<file path="src/rtl/pipe_stage_reg_pkg.sv">
// Shared definitions for the generic pipeline stage register: state encoding
// and default payload widths at each CPU stage boundary.
package pipe_stage_reg_pkg;

  typedef enum logic [1:0] {
    PS_EMPTY = 2'd0,
    PS_ONE   = 2'd1,
    PS_TWO   = 2'd2
  } ps_state_e;

  localparam int unsigned IF_ID_W   = 96;
  localparam int unsigned ID_EX_W   = 279;
  localparam int unsigned EX_MEM_W  = 180;
  localparam int unsigned MEM_WB_W  = 110;
  localparam int unsigned DEF_CNT_W = 16;

endpackage

</file>
<file path="src/rtl/sat_counter.sv">
// Saturating up-counter; holds at all-ones instead of wrapping.
module sat_counter #(
  parameter int W = 16
) (
  input  logic         clk,
  input  logic         rst,
  input  logic         inc,
  output logic [W-1:0] cnt
);

  logic [W-1:0] r_cnt;

  always_ff @(posedge clk or posedge rst) begin
    if (rst) begin
      r_cnt <= '0;
    end else if (inc && (r_cnt != '1)) begin
      r_cnt <= r_cnt + 1'b1;
    end
  end

  assign cnt = r_cnt;

endmodule

</file>
<file path="src/rtl/pipe_stage_reg.sv">
// Parametrised pipeline stage register with valid/ready handshake, optional
// skid entry, OR-reduced stall/flush sources and a saturating stall counter.
module pipe_stage_reg
  import pipe_stage_reg_pkg::*;
#(
  parameter int                DATA_W           = 279,
  parameter logic [DATA_W-1:0] RST_VAL          = {DATA_W{1'b0}},
  parameter int                N_STALL          = 1,
  parameter int                N_FLUSH          = 2,
  parameter int                SKID_EN          = 1,
  parameter int                FLUSH_OVER_STALL = 0,
  parameter int                CNT_W            = 16
) (
  input  logic               clk,
  input  logic               rst,
  input  logic [N_STALL-1:0] stall_req,
  input  logic [N_FLUSH-1:0] flush_req,
  input  logic               in_valid,
  output logic               in_ready,
  input  logic [DATA_W-1:0]  in_data,
  output logic               out_valid,
  input  logic               out_ready,
  output logic [DATA_W-1:0]  out_data,
  output logic [1:0]         occ,
  output logic [CNT_W-1:0]   stall_cnt
);

  localparam logic L_SKID = (SKID_EN != 0);
  localparam logic L_FOS  = (FLUSH_OVER_STALL != 0);

  ps_state_e         r_state, w_state_nxt;
  logic [DATA_W-1:0] r_main, w_main_nxt;
  logic [DATA_W-1:0] r_skid, w_skid_nxt;

  logic w_stall, w_flush, w_frz, w_kill;
  logic w_in_fire, w_out_fire, w_room;

  assign w_stall = |stall_req;
  assign w_flush = |flush_req;
  assign w_frz   = w_stall & ~(w_flush & L_FOS);
  assign w_kill  = w_flush & ~w_frz;

  // Without the skid entry, a full stage can only accept while the head leaves.
  assign w_room    = L_SKID ? (r_state != PS_TWO) : ((r_state == PS_EMPTY) | out_ready);
  assign in_ready  = w_room & ~w_frz & ~w_kill & ~rst;
  assign out_valid = (r_state != PS_EMPTY) & ~w_frz;
  assign out_data  = r_main;
  assign occ       = 2'(r_state);

  assign w_in_fire  = in_valid & in_ready;
  assign w_out_fire = out_valid & out_ready;

  always_comb begin
    w_state_nxt = r_state;
    w_main_nxt  = r_main;
    w_skid_nxt  = r_skid;
    if (!w_frz) begin
      if (w_kill) begin
        w_state_nxt = PS_EMPTY;
        w_main_nxt  = RST_VAL;
        w_skid_nxt  = RST_VAL;
      end else begin
        case (r_state)
          PS_EMPTY: begin
            if (w_in_fire) begin
              w_state_nxt = PS_ONE;
              w_main_nxt  = in_data;
            end
          end
          PS_ONE: begin
            if (w_in_fire && w_out_fire) begin
              w_main_nxt = in_data;
            end else if (w_out_fire) begin
              w_state_nxt = PS_EMPTY;
            end else if (w_in_fire && L_SKID) begin
              w_state_nxt = PS_TWO;
              w_skid_nxt  = in_data;
            end
          end
          PS_TWO: begin
            if (w_out_fire) begin
              w_state_nxt = PS_ONE;
              w_main_nxt  = r_skid;
            end
          end
          default: w_state_nxt = PS_EMPTY;
        endcase
      end
    end
  end

  always_ff @(posedge clk or posedge rst) begin
    if (rst) begin
      r_state <= PS_EMPTY;
      r_main  <= RST_VAL;
      r_skid  <= RST_VAL;
    end else begin
      r_state <= w_state_nxt;
      r_main  <= w_main_nxt;
      r_skid  <= w_skid_nxt;
    end
  end

  sat_counter #(.W(CNT_W)) u_stall_cnt (
    .clk (clk),
    .rst (rst),
    .inc (w_frz & (r_state != PS_EMPTY)),
    .cnt (stall_cnt)
  );

endmodule

</file>
<file path="config.mk">
export PLATFORM = sky130hd
export DESIGN_NAME = pipe_stage_reg
export DESIGN_NICKNAME = d
export VERILOG_FILES = /design/src/rtl/pipe_stage_reg_pkg.sv /design/src/rtl/sat_counter.sv /design/src/rtl/pipe_stage_reg.sv
export SDC_FILE = /design/constraint.sdc
export NUM_CORES = 2
export LEC_CHECK = 0
export CAP_MARGIN = 20
export CORE_MARGIN = 3
export CORE_UTILIZATION = 40
export CTS_BUF_LIST = sky130_fd_sc_hd__clkbuf_8 sky130_fd_sc_hd__clkbuf_16
export DETAILED_ROUTE_END_ITERATION = 10
export PLACE_DENSITY_LB_ADDON = 0.08
export SYNTH_ARGS = -nofsm -noshare
export SYNTH_HDL_FRONTEND = slang
export SYNTH_HIERARCHICAL = 1
export SYNTH_SLANG_ARGS = --single-unit
export TNS_END_PERCENT = 10
</file>
<file path="constraint.sdc">
create_clock -name clk -period 39.8 [get_ports clk]
set_input_delay 9.95 -clock clk [delete_from_list [all_inputs] [get_ports clk]]
set_output_delay 9.95 -clock clk [all_outputs]
set_load 0.02 [all_outputs]
</file>
# Word level (Yosys, flattened, before mapping)
# Cells that the tools add are included.
# classes
bitwise_logic	11
n_eq_ne	11
muxes	16
addsub	1
n_reduce_logical	11
# ops
op	count
$mux W279	8
$pmux W279 S3	1
$add A16 B1 Y16 const B	1
$ne A16 B16 Y1 const B	1
$reduce_and A5 Y1	3
$mux W2	6
$ne A3 B3 Y1 const B	4
$and A1 B1 Y1	8
$ne A2 B2 Y1 const B	3
$pmux W2 S3	1
$reduce_bool A2 Y1	3
$ne A4 B4 Y1 const B	1
$reduce_bool A4 Y1	1
$not A1 Y1	3
$eq A2 B1 Y1 const B	1
$eq A2 B2 Y1 const B	1
$logic_and A1 B1 Y1	2
$logic_not A2 Y1	1
$reduce_or A2 Y1	1
# word_totals
ff_bits	576
elab_cells	54
inputBits	286
out_inout_bits	299

# Depth between registers and ports, before layout
# depth
ltp_word	11
ltp_mapped	8
depth_no_buf	6

# Hierarchy
# Netlist, hierarchy kept.
# by_module_without_submodules
mod	n_inst	seq_area_each_um2	cells_per_inst	area_per_inst_um2
pipe_stage_reg	1	14013.4	2452	26196.4
sat_counter	1	400.4	71	805.8

# Least setup slack after synthesis
# No wires, ideal clock.
# synth_timing
path_type	in2out
start	input port stall_req
end	output port in_ready
path_slack_ns	19.041
cell_stages	3
required_ns	29.850
t_arrival_ns	10.809
path_buffers	1
cell_sequence	buf_6 > or3_4 > nor3_2
# synth_via
elab_chain_len	5
elab_cells_between_ends	6
cone_classes	bitwise: 6
# synth_lines
element	line_no	rtl
start: declaration	pipe_stage_reg.sv:16	input logic [N_STALL-1:0] stall_req,
$not A1 Y1 (no line) (*)	-	
$and A1 B1 Y1	pipe_stage_reg.sv:41	assign w_kill = w_flush & ~w_frz;
$not A1 Y1	pipe_stage_reg.sv:45	assign in_ready = w_room & ~w_frz & ~w_kill & ~rst;
$and A1 B1 Y1 (*) (2 in a row)	pipe_stage_reg.sv:45	
end: declaration	pipe_stage_reg.sv:19	output logic in_ready,
# Every way passes the cells marked *; elsewhere a longest branch is shown, timed or not.

# Worst setup path in the final report
# Ends and elaborated chain as after synthesis.

==> impl_metrics.py <==
metrics = {
    "outcome": {
        "status": "finished clean",
    },
    "synth": {
        "yosysUniqueCellTypes": 42,
        "yosysMostFrequentCell": "dfrtp_1",
        "synth_top_area_cell": "dfrtp_1",
        "synth_top_area_share_pct": 53.38,
        "ys_warn_count": 6,
        "ys_ff_latch": 576,
        "ys_top_cells_by_count": "dfrtp_1 (576), nor2_1 (286), nand2_1 (285)",
        "async_flop_share_pct": 100.0,
        "synth-edff-count": 0,
        "mappedNetlistNets": 2810,
        "synthTopCellsByArea": "dfrtp_1 (53%), mux2i_1 (10%), o2bb2ai_2 (9.5%)",
        "syn_area_per_cell_um2": 10.70,
        "syn_inst": 2523,
        "ys_seq_area_share_pct": 53.38,
        "netlist_area_um2": 27000,
        "synth_ff_type": "dfrtp_1",
    },
    "worst_setup_path": {
        "crit_chain": "clkdlybuf4s50_1, or3_4, nor3_2, clkdlybuf4s50_1",
        "cpLargestDelayFamily": "buffers and inverters",
        "worstSetupPathType": "in2out",
        "slowest_delay_ns": 0.65,
        "cp.arrival_ns": 11.89,
        "cp-start-kind": "input port",
        "critPathBufInv": 2,
        "path_max_fanout": 10,
        "crit_path_top_delay_cell": "clkdlybuf4s50_1",
        "crit_path_end_kind": "primary output",
        "worst_ep_required_time_ns": 29.85,
        "path_common_cell": "clkdlybuf4s50_1",
    },
    "clock_tree": {
        "cts_buffers": 66,
        "clock_latency_ns": 0.60,
        "tritoncts": "yes",
        "cts_buffer_depth": 3,
        "clock-sinks": 576,
        "post_cts_resize_count": 0,
        "htreeDepth": 3,
        "post_cts.repair.setup_buffers": 0,
        "cts_hold_buf": 0,
        "clk_pin_slew_ns": 0.06,
        "root_buffer": "clkbuf_16",
    },
    "run": {
        "maxCapViolations": 0,
    },
    "place": {
        "gp_congestion": 0.8178,
        "place_hpwl_mm": 51.56,
        "numPortBuffers": 584,
        "dp_slack_ns": 18.01,
        "dpl_cell_area_um2": 33050,
    },
    "floorplanning": {
        "die_area_um2": 70660,
        "fp.dieW_um": 265.8,
        "rows": 94,
        "ios": 585,
        "coreArea_um2": 66330,
        "die_y_um": 265.8,
        "start_util_pct": 40.71,
    },
    "cells_and_area": {
        "final_util_pct": 53.07,
        "drive_gt1_share_pct": 10.16,
        "area_delta_synth_final_pct": 30.38,
        "fin_nets": 3300,
        "final_area_um2": 35210,
    },
    "timing": {
        "relSlewSlack_pct": 6.807,
        "finalSetupViolCount": 0,
        "min_period_over_period_pct": 54.88,
        "tightest_slew_ns": 1.398,
        "fin_skew_ns": 0.02852,
        "layout_setup_ws_ns": 17.96,
        "rsz0062_at_grt": "false",
        "slew_violations": 0,
        "fin_setup_tns_ns": 0,
        "finalCriticalPeriod_ns": 21.84,
        "max_freq_ghz": 0.04578,
        "hold_viol_final": 0,
    },
    "route": {
        "via_per_inst": 5.095,
        "first_pass_iters": 5,
        "wirelength_mm": 80.05,
        "initialDrtViolationCount": 1333,
        "vias": 20040,
        "ant_nets": 0,
        "drc": 0,
        "wl_per_cell_um": 20.36,
    },
    "power_and_ir_drop": {
        "p_leak_nw": 17.80,
        "ir_drop_v": 0.00002980,
        "power_density_nw_per_um2": 39.22,
    },
    "hold_path": {
        "min_path_type": "reg2reg",
    },
    "grt": {
        "grt_max_degree": 185,
        "gr-total-overflow": 0,
        "first_global_vias": 21270,
        "grt_pass1_wl_mm": 124.8,
        "antenna_found_initial": 14,
        "grt_usage_pct": 22.32,
    },
}
power by group:
group          switching (mW)  internal [mW]  total (mW)
logic                  0.0927         0.0764       0.169
clock network           0.247          0.349       0.596
registers              0.0140          0.602       0.616
final timing paths:
kind                                     from             to  slack [ns]  cells past startpoint
worst max-delay path                stall_req       in_ready       17.96                      4
worst min-delay path            out_data[207]  out_data[207]        0.48                      1
worst max register to register         occ[1]   out_data[92]       35.25                      8
worst min register to register  out_data[207]  out_data[207]        0.48                      1
max in group asynchronous                 rst   out_data[13]       28.01                      3
min in group asynchronous                 rst    r_skid[214]       10.05                      2
layout make-up:
type,instances,area [um^2]
clock buffer,79,1887
clock inverter,38,231.5
multi-input combinational,1476,10400
antenna,6,15.01
sequential,576,14410
fill,5879,31130
tap,864,1081
inverter,284,1074
timing repair buffer,609,6103
routing by layer:
| layer | up-vias | share of wire, % | track usage, % |
|---|---|---|---|
| li1 | 9444 | - | - |
| met1 | 9941 | 41 | 28.16 |
| met2 | 479 | 49 | 36.94 |
| met3 | 155 | 6.2 | 6.012 |
| met4 | 16 | 3.8 | 8.210 |
| met5 | - | 0.15 | 0 |
placed cells by master, fill, tap and decap left out, drive strengths merged, types with 5 or more instances in the layout:
cell type / n
diode: 6
a21oi: 282
buf: 25
clkbuf: 79
o2bb2ai: 280
and3: 5
inv: 301
nand2: 286
nand3: 7
clkinv: 16
nand4: 8
nor2: 286
clkdlybuf4s50: 584
xnor2: 12
dfrtp: 576
mux2i: 280
logic make-up after synthesis:
kind of cell	count (synthesis)	share of synthesized area, %
XOR/XNOR	12	0.3892
adder cells (fa/ha/maj)	1	0.04633
buffers and inverters	471	8.141
AND/OR/NAND/NOR	611	9.059
multiplexers	282	10.46
AO/OA/AOI/OAI	570	18.52
flip-flops	576	53.38
worst reg2reg max path: cells and delay by family (launching register included):
family,cells,cell delay (ns)
buffers and inverters,4,3.13
AO/OA/AOI/OAI,3,0.65
flip-flops,1,0.47
AND/OR/NAND/NOR,1,0.21
through the flow:
step | power, mW | hold WS, ns | std cells
floorplan | 0.7116 | 0.5040 | 2523
global placement | 0.7947 | 0.4717 | 3808
detailed placement | 0.7968 | 0.4729 | 3808
CTS | 1.401 | 0.4889 | 3925
global route | 1.435 | 0.4996 | 3929
finish | 1.381 | 0.4838 | 3932
registers in the layout (all words and copies together), names as in the netlist:
| register | cells |
|---|---|
| u_stall_cnt/cnt | 16 |
| out_data | 279 |
| r_skid | 279 |
| occ | 2 |
Power figures use the tool's default switching activity.
